### src/rtl/cpu_pkg.sv
// Shared encodings for the memory-access/writeback stage: source/destination
// codes, decoded opcodes, fault codes and FSM states.
package cpu_pkg;

    // read/write source-destination codes from the execute unit
    localparam logic [1:0] RW_NONE = 2'b00;
    localparam logic [1:0] RW_MEM  = 2'b01;
    localparam logic [1:0] RW_REG  = 2'b10;

    // fault_code values
    localparam logic [1:0] FC_NONE     = 2'b00;
    localparam logic [1:0] FC_MISALIGN = 2'b01;
    localparam logic [1:0] FC_TIMEOUT  = 2'b10;

    typedef enum logic [1:0] {
        OP_NOP = 2'd0,
        OP_LDW = 2'd1,
        OP_STW = 2'd2,
        OP_MV  = 2'd3
    } op_e;

    typedef enum logic [1:0] {
        ST_IDLE = 2'd0,
        ST_BUS  = 2'd1,
        ST_WB   = 2'd2
    } state_e;

    // Map a read/write code pair to an operation; anything unrecognised is a no-op.
    function automatic op_e decode_op(input logic [1:0] i_read, input logic [1:0] i_write);
        if (i_read == RW_NONE || i_write == RW_NONE) return OP_NOP;
        if (i_read == RW_MEM && i_write == RW_REG)   return OP_LDW;
        if (i_read == RW_REG && i_write == RW_MEM)   return OP_STW;
        if (i_read == RW_REG && i_write == RW_REG)   return OP_MV;
        return OP_NOP;
    endfunction

endpackage

### src/rtl/mem_access_stage_if.sv
// Upstream op, data bus and writeback/fault signals of the memory-access stage.
interface mem_access_stage_if;

    // upstream op
    logic        in_valid;
    logic        in_ready;
    logic [1:0]  read;
    logic [1:0]  write;
    logic [31:0] mem_addr;
    logic [31:0] y;
    logic [4:0]  rd;
    // data bus
    logic        bus_req;
    logic        bus_we;
    logic [31:0] bus_addr;
    logic [31:0] bus_wdata;
    logic        bus_ack;
    logic [31:0] bus_rdata;
    // writeback and fault reporting
    logic        wb_en;
    logic [4:0]  wb_rd;
    logic [31:0] wb_data;
    logic        fault;
    logic [1:0]  fault_code;

    // stage side
    modport slave (
        input  in_valid, read, write, mem_addr, y, rd, bus_ack, bus_rdata,
        output in_ready, bus_req, bus_we, bus_addr, bus_wdata,
               wb_en, wb_rd, wb_data, fault, fault_code
    );

    // environment side (upstream unit, bus, register file)
    modport master (
        output in_valid, read, write, mem_addr, y, rd, bus_ack, bus_rdata,
        input  in_ready, bus_req, bus_we, bus_addr, bus_wdata,
               wb_en, wb_rd, wb_data, fault, fault_code
    );

endinterface

### src/rtl/bus_timeout.sv
// Cycle counter for an outstanding bus request. o_expired flags the cycle in
// which the count would reach TIMEOUT; it is qualified by i_en so a cycle
// carrying an ack (enable low) never reports expiry.
module bus_timeout #(
    parameter int TIMEOUT = 16
) (
    input  logic clk,
    input  logic rst,
    input  logic i_clr,
    input  logic i_en,
    output logic o_expired
);

    localparam logic [7:0] LIMIT = 8'(TIMEOUT - 1);

    logic [7:0] r_cnt;

    // count ack-less request cycles, cleared whenever no request is outstanding
    always_ff @(posedge clk) begin
        if (rst || i_clr) r_cnt <= 8'd0;
        else if (i_en)    r_cnt <= r_cnt + 8'd1;
    end

    assign o_expired = i_en && (r_cnt == LIMIT);

endmodule

### src/rtl/mem_access_stage.sv
// Memory-access/writeback stage: single-outstanding word bus transaction for
// LDW/STW, one register write pulse for LDW/MV, misalignment and bus-timeout
// fault reporting. Every output comes straight from a register.
module mem_access_stage
    import cpu_pkg::*;
#(
    parameter int TIMEOUT = 16
) (
    input  logic               clk,
    input  logic               rst,
    mem_access_stage_if.slave  sif
);

    state_e      r_state, w_state_nxt;
    logic        r_in_ready, w_in_ready_nxt;
    logic        r_bus_req, w_bus_req_nxt;
    logic        r_bus_we, w_bus_we_nxt;
    logic [31:0] r_bus_addr, w_bus_addr_nxt;
    logic [31:0] r_bus_wdata, w_bus_wdata_nxt;
    logic        r_wb_en, w_wb_en_nxt;
    logic [4:0]  r_wb_rd, w_wb_rd_nxt;
    logic [31:0] r_wb_data, w_wb_data_nxt;
    logic        r_fault, w_fault_nxt;
    logic [1:0]  r_fault_code, w_fault_code_nxt;
    logic        r_is_ld, w_is_ld_nxt;
    logic [4:0]  r_rd, w_rd_nxt;

    op_e  w_op;
    logic w_accept;
    logic w_cnt_clr;
    logic w_cnt_en;
    logic w_expired;

    assign w_op      = decode_op(sif.read, sif.write);
    assign w_accept  = sif.in_valid && r_in_ready;
    assign w_cnt_clr = (r_state != ST_BUS);
    assign w_cnt_en  = (r_state == ST_BUS) && !sif.bus_ack;

    bus_timeout #(.TIMEOUT(TIMEOUT)) u_timeout (
        .clk       (clk),
        .rst       (rst),
        .i_clr     (w_cnt_clr),
        .i_en      (w_cnt_en),
        .o_expired (w_expired)
    );

    // state register
    always_ff @(posedge clk) begin
        if (rst) r_state <= ST_IDLE;
        else     r_state <= w_state_nxt;
    end

    // next state and next values of all registered outputs
    always_comb begin
        w_state_nxt      = r_state;
        w_in_ready_nxt   = r_in_ready;
        w_bus_req_nxt    = r_bus_req;
        w_bus_we_nxt     = r_bus_we;
        w_bus_addr_nxt   = r_bus_addr;
        w_bus_wdata_nxt  = r_bus_wdata;
        w_wb_en_nxt      = 1'b0;
        w_wb_rd_nxt      = r_wb_rd;
        w_wb_data_nxt    = r_wb_data;
        w_fault_nxt      = 1'b0;
        w_fault_code_nxt = r_fault_code;
        w_is_ld_nxt      = r_is_ld;
        w_rd_nxt         = r_rd;

        unique case (r_state)
            ST_IDLE: begin
                if (w_accept) begin
                    w_rd_nxt = sif.rd;
                    case (w_op)
                        OP_MV: begin
                            w_wb_en_nxt   = 1'b1;
                            w_wb_rd_nxt   = sif.rd;
                            w_wb_data_nxt = sif.y;
                        end
                        OP_LDW, OP_STW: begin
                            if (sif.mem_addr[1:0] != 2'b00) begin
                                // misaligned: report and drop the op without touching the bus
                                w_fault_nxt      = 1'b1;
                                w_fault_code_nxt = FC_MISALIGN;
                            end else begin
                                w_state_nxt    = ST_BUS;
                                w_in_ready_nxt = 1'b0;
                                w_bus_req_nxt  = 1'b1;
                                w_bus_we_nxt   = (w_op == OP_STW);
                                w_bus_addr_nxt = {sif.mem_addr[31:2], 2'b00};
                                w_is_ld_nxt    = (w_op == OP_LDW);
                                if (w_op == OP_STW) w_bus_wdata_nxt = sif.y;
                            end
                        end
                        default: ;
                    endcase
                end
            end
            ST_BUS: begin
                // ack takes priority over expiry in the same cycle
                if (sif.bus_ack) begin
                    w_bus_req_nxt = 1'b0;
                    if (r_is_ld) begin
                        w_state_nxt   = ST_WB;
                        w_wb_en_nxt   = 1'b1;
                        w_wb_rd_nxt   = r_rd;
                        w_wb_data_nxt = sif.bus_rdata;
                    end else begin
                        w_state_nxt    = ST_IDLE;
                        w_in_ready_nxt = 1'b1;
                    end
                end else if (w_expired) begin
                    w_state_nxt      = ST_IDLE;
                    w_in_ready_nxt   = 1'b1;
                    w_bus_req_nxt    = 1'b0;
                    w_fault_nxt      = 1'b1;
                    w_fault_code_nxt = FC_TIMEOUT;
                end
            end
            ST_WB: begin
                // wb_en is high this cycle; reopen for new ops next cycle
                w_state_nxt    = ST_IDLE;
                w_in_ready_nxt = 1'b1;
            end
            default: begin
                w_state_nxt    = ST_IDLE;
                w_in_ready_nxt = 1'b1;
                w_bus_req_nxt  = 1'b0;
            end
        endcase
    end

    // output and op-context registers
    always_ff @(posedge clk) begin
        if (rst) begin
            r_in_ready   <= 1'b1;
            r_bus_req    <= 1'b0;
            r_bus_we     <= 1'b0;
            r_bus_addr   <= 32'd0;
            r_bus_wdata  <= 32'd0;
            r_wb_en      <= 1'b0;
            r_wb_rd      <= 5'd0;
            r_wb_data    <= 32'd0;
            r_fault      <= 1'b0;
            r_fault_code <= FC_NONE;
            r_is_ld      <= 1'b0;
            r_rd         <= 5'd0;
        end else begin
            r_in_ready   <= w_in_ready_nxt;
            r_bus_req    <= w_bus_req_nxt;
            r_bus_we     <= w_bus_we_nxt;
            r_bus_addr   <= w_bus_addr_nxt;
            r_bus_wdata  <= w_bus_wdata_nxt;
            r_wb_en      <= w_wb_en_nxt;
            r_wb_rd      <= w_wb_rd_nxt;
            r_wb_data    <= w_wb_data_nxt;
            r_fault      <= w_fault_nxt;
            r_fault_code <= w_fault_code_nxt;
            r_is_ld      <= w_is_ld_nxt;
            r_rd         <= w_rd_nxt;
        end
    end

    assign sif.in_ready   = r_in_ready;
    assign sif.bus_req    = r_bus_req;
    assign sif.bus_we     = r_bus_we;
    assign sif.bus_addr   = r_bus_addr;
    assign sif.bus_wdata  = r_bus_wdata;
    assign sif.wb_en      = r_wb_en;
    assign sif.wb_rd      = r_wb_rd;
    assign sif.wb_data    = r_wb_data;
    assign sif.fault      = r_fault;
    assign sif.fault_code = r_fault_code;

endmodule

### src/flat_wrapper.sv
// flat-port wrapper written by rule: the top's interface ports become plain ports
module mem_access_stage_flat import cpu_pkg::*;
#(
    parameter int TIMEOUT = 16
)
  (clk, rst, sif_in_valid, sif_read, sif_write, sif_mem_addr, sif_y, sif_rd, sif_bus_ack, sif_bus_rdata, sif_in_ready, sif_bus_req, sif_bus_we, sif_bus_addr, sif_bus_wdata, sif_wb_en, sif_wb_rd, sif_wb_data, sif_fault, sif_fault_code);
  mem_access_stage_if sif_i ();
  input  logic clk;
  input  logic rst;
  input wire logic [$bits(sif_i.in_valid)-1:0] sif_in_valid;
  input wire logic [$bits(sif_i.read)-1:0] sif_read;
  input wire logic [$bits(sif_i.write)-1:0] sif_write;
  input wire logic [$bits(sif_i.mem_addr)-1:0] sif_mem_addr;
  input wire logic [$bits(sif_i.y)-1:0] sif_y;
  input wire logic [$bits(sif_i.rd)-1:0] sif_rd;
  input wire logic [$bits(sif_i.bus_ack)-1:0] sif_bus_ack;
  input wire logic [$bits(sif_i.bus_rdata)-1:0] sif_bus_rdata;
  output wire logic [$bits(sif_i.in_ready)-1:0] sif_in_ready;
  output wire logic [$bits(sif_i.bus_req)-1:0] sif_bus_req;
  output wire logic [$bits(sif_i.bus_we)-1:0] sif_bus_we;
  output wire logic [$bits(sif_i.bus_addr)-1:0] sif_bus_addr;
  output wire logic [$bits(sif_i.bus_wdata)-1:0] sif_bus_wdata;
  output wire logic [$bits(sif_i.wb_en)-1:0] sif_wb_en;
  output wire logic [$bits(sif_i.wb_rd)-1:0] sif_wb_rd;
  output wire logic [$bits(sif_i.wb_data)-1:0] sif_wb_data;
  output wire logic [$bits(sif_i.fault)-1:0] sif_fault;
  output wire logic [$bits(sif_i.fault_code)-1:0] sif_fault_code;
  assign sif_i.in_valid = sif_in_valid;
  assign sif_i.read = sif_read;
  assign sif_i.write = sif_write;
  assign sif_i.mem_addr = sif_mem_addr;
  assign sif_i.y = sif_y;
  assign sif_i.rd = sif_rd;
  assign sif_i.bus_ack = sif_bus_ack;
  assign sif_i.bus_rdata = sif_bus_rdata;
  assign sif_in_ready = sif_i.in_ready;
  assign sif_bus_req = sif_i.bus_req;
  assign sif_bus_we = sif_i.bus_we;
  assign sif_bus_addr = sif_i.bus_addr;
  assign sif_bus_wdata = sif_i.bus_wdata;
  assign sif_wb_en = sif_i.wb_en;
  assign sif_wb_rd = sif_i.wb_rd;
  assign sif_wb_data = sif_i.wb_data;
  assign sif_fault = sif_i.fault;
  assign sif_fault_code = sif_i.fault_code;
  mem_access_stage #(.TIMEOUT(TIMEOUT)) u_core (.clk(clk), .rst(rst), .sif(sif_i));
endmodule
### config.mk
export PLATFORM = sky130hd
export DESIGN_NAME = mem_access_stage_flat
export DESIGN_NICKNAME = d
export VERILOG_FILES = /design/src/rtl/cpu_pkg.sv /design/src/rtl/mem_access_stage_if.sv /design/src/rtl/bus_timeout.sv /design/src/rtl/mem_access_stage.sv /design/src/flat_wrapper.sv
export SDC_FILE = /design/constraint.sdc
export NUM_CORES = 1
export LEC_CHECK = 0
export ABC_AREA = 1
export BUFFER_PORTS_ARGS = -buffer_cell sky130_fd_sc_hd__buf_2
export CAP_MARGIN = 20
export CORE_ASPECT_RATIO = 1.2
export CORE_MARGIN = 2
export CORE_UTILIZATION = 40
export DETAILED_ROUTE_END_ITERATION = 8
export PLACE_DENSITY = 0.75
export SYNTH_ARGS = -nofsm -noshare
export SYNTH_HDL_FRONTEND = slang
export SYNTH_SLANG_ARGS = --single-unit
### constraint.sdc
create_clock -name clk -period 2.4 [get_ports clk]
set_input_delay 0.24 -clock clk [delete_from_list [all_inputs] [get_ports clk]]
set_output_delay 0.24 -clock clk [all_outputs]
set_load 0.01 [all_outputs]
==> flow_summary.toml <==
[outcome]
outcome = "completed"

[detailed_routing]
vias = 5170
drt_iter0_drc = 346
wire_per_inst_um = 12.9
firstDrtPassIters = 5
drc = 0
vias_per_cell = 4.71
antenna_left = 0
finalWirelength_um = 14100

[setup_path]
critPathCaptureType = "register"
crit_arrival_ns = 2.09
start_kind = "input port"
rr_endpoint = "u_core.sif.bus_req$_SDFFE_PP0P_"
critPathKind = "in2reg"
rr_worst_depth = 10
r2r_start = "u_core.r_state[1]$_SDFFE_PP0P_"
crit_fanout = 32
r2r_slack_ns = 0.69
required_ns = 2.70

[yosys]
synth-seq-area-share = 0.482
syn_inst = 715
syn_area_um2 = 5070
ys_types = 30
synth_edf_count = 0
avgSynthCellArea_um2 = 7.09
synth.ff_latch_count = 122
synthFlopType = "dfxtp_1"
async_flop_share = 0
ys_warn_count = 0

[sta]
min_period_ns = 1.79
fin_hold_ws_ns = 0.0507
hold_viol_final = 0
finalSetupViolCount = 0
slew_violations = 0
fin_tns_setup_ns = 0
grt_setup_unrepaired = "false"
fin_worst_skew_ns = 0.00672
max_freq_mhz = 557
fin_crit_sh = 0.748

[min_path]
min_to = "u_core.sif.bus_addr[25]$_SDFFE_PP0P_"
hold_path.class = "in2reg"
holdPathStages = 3
worstHoldStart = "sif_mem_addr[25]"

[clock_network]
clk_pin_slew_ns = 0.06
post_cts_buffers = 0
ctsResizeCount = 0
cts_root_buffer = "clkbuf_16"
h-tree-depth = 4
holdBufCountCts = 0
numCtsBuffers = 17
clockBufferDepth = 2
clock_latency_ns = 0.41
cts_tree = "yes"
cts_sinks = 122

[placed_design]
placed_cell_area_um2 = 6230
gp_congestion = 0.838
dpl.hpwl_um = 9850
dpl.cell_count = 1065
port_buffers = 214

[layout]
finalNetCount = 1031
syn_to_final_growth_pct = 34.5
antenna_cells = 0
final_cell_area_um2 = 6820
layout_common_cells = "buf_2 (214), nor2_1 (201), nand2_1 (141)"
mostFrequentLayoutCell = "buf_2"
fin_cells = 1097
drive_above_1_share = 0.312

[global_routing]
grt_pass1_vias = 4617
grt_pass1_wl_um = 22200
grt_max_degree = 38
antenna_found_initial = 1
overflow = 0
track_usage = 0.206

[floorplanning]
fp-row-count = 45
pin_count = 217
start_util = 0.405
design.core.area_um2 = 12500
die_h_um = 127
die_w_um = 107
die_area_um2 = 13600

[flow_run]
maxCapViolations = 0

[power]
leakage_nw = 3.53
power_density_nw_per_um2 = 723
peakVddDrop_v = 0.000374
fin_total_pwr_mw = 4.93
## layer usage
layer / share of wire / track usage / vias to the layer above
li1: - / - / 2660
met1: 0.43 / 0.252 / 2312
met2: 0.48 / 0.344 / 170
met3: 0.063 / 0.0459 / 28
met4: 0.027 / 0.0963 / 0
met5: 0 / 0 / -
## power breakdown
| part | internal, mW | switching, mW |
|---|---|---|
| Clock | 1.55 | 0.962 |
| Combinational | 0.143 | 0.186 |
| Sequential | 2.06 | 0.0162 |
## how the worst max path moves through the flow
| stage | endpoint | slack [ns] | from | cells past startpoint |
|---|---|---|---|---|
| 3_3_place_gp | u_core.sif.bus_wdata[7]$_SDFFE_PP0P_ | 0.30 | sif_write[0] | 13 |
| 6_report | u_core.sif.bus_wdata[9]$_SDFFE_PP0P_ | 0.61 | sif_write[0] | 13 |
| 3_5_place_dp | u_core.sif.bus_wdata[9]$_SDFFE_PP0P_ | 0.17 | sif_write[0] | 13 |
| 4_1_cts | u_core.sif.bus_wdata[9]$_SDFFE_PP0P_ | 0.60 | sif_write[0] | 13 |
| 5_1_grt | u_core.sif.bus_wdata[23]$_SDFFE_PP0P_ | 0.42 | sif_write[0] | 13 |
| 2_1_floorplan | u_core.sif.bus_wdata[19]$_SDFFE_PP0P_ | 0.60 | sif_write[0] | 11 |
## cell type report
class | count | area (um^2)
clock buffers | 18 | 439
flip-flops and latches | 122 | 2440
repair buffers | 228 | 1210
well taps | 164 | 205
multi-input cells | 521 | 2250
fillers | 1264 | 5680
inverters | 30 | 115
clock inverters | 14 | 149
## Yosys cell counts (2+ instances only)
library cell,n,area [um^2]
o21ai_1,21,105
nand2_1,141,529
dfxtp_1,122,2440
nor3_1,2,10.0
buf_4,5,37.5
inv_1,27,101
o21ai_0,93,465
a21oi_1,19,95.1
buf_6,6,67.6
nor2_4,2,22.5
nand4_1,3,18.8
clkbuf_1,18,67.6
buf_2,7,35.0
nand2_2,4,25.0
nor2_1,201,754
nand3_1,6,30.0
ha_1,2,25.0
buf_1,5,18.8
nor2_2,20,125
## flip-flops by register name, summed over array words and instances, names as in the netlist, 2 cells and up
register                cells
u_core.sif.bus_wdata       32
u_core.sif.wb_data         32
u_core.sif.bus_addr        30
u_core.u_timeout.r_cnt      8
u_core.r_rd                 5
u_core.sif.wb_rd            5
u_core.r_state              2
u_core.sif.fault_code       2
## worst max-delay path, cell delays in order
cell	delay [ns]
buf_2	0.10
inv_1	0.09
nand2_1	0.08
nor2_1	0.18
a31oi_1	0.07
ha_1	0.34
inv_1	0.09
nand2_1	0.10
nor2_4	0.21
nand2_2	0.09
buf_4	0.24
o21ai_0	0.20
nor2_1	0.05
## cells by family (layout without fill, tap and decap cells)
logic type               Yosys count  count (layout)  synth area share
AO/OA/AOI/OAI                    134             134             0.133
adder cells (fa/ha/maj)            2               2           0.00494
buffers and inverters             73             290            0.0743
flip-flops                       122             122             0.482
other                              1               2          0.000740
AND/OR/NAND/NOR                  383             383             0.305
## metrics by stage
step,setup slack [ns],utilization
after floorplan,0.599,-
after CTS,0.600,0.545
after global placement,0.295,0.498
final,0.605,0.545
after detailed placement,0.174,0.498
after global routing,0.424,0.545
Power figures use the tool's default switching activity.
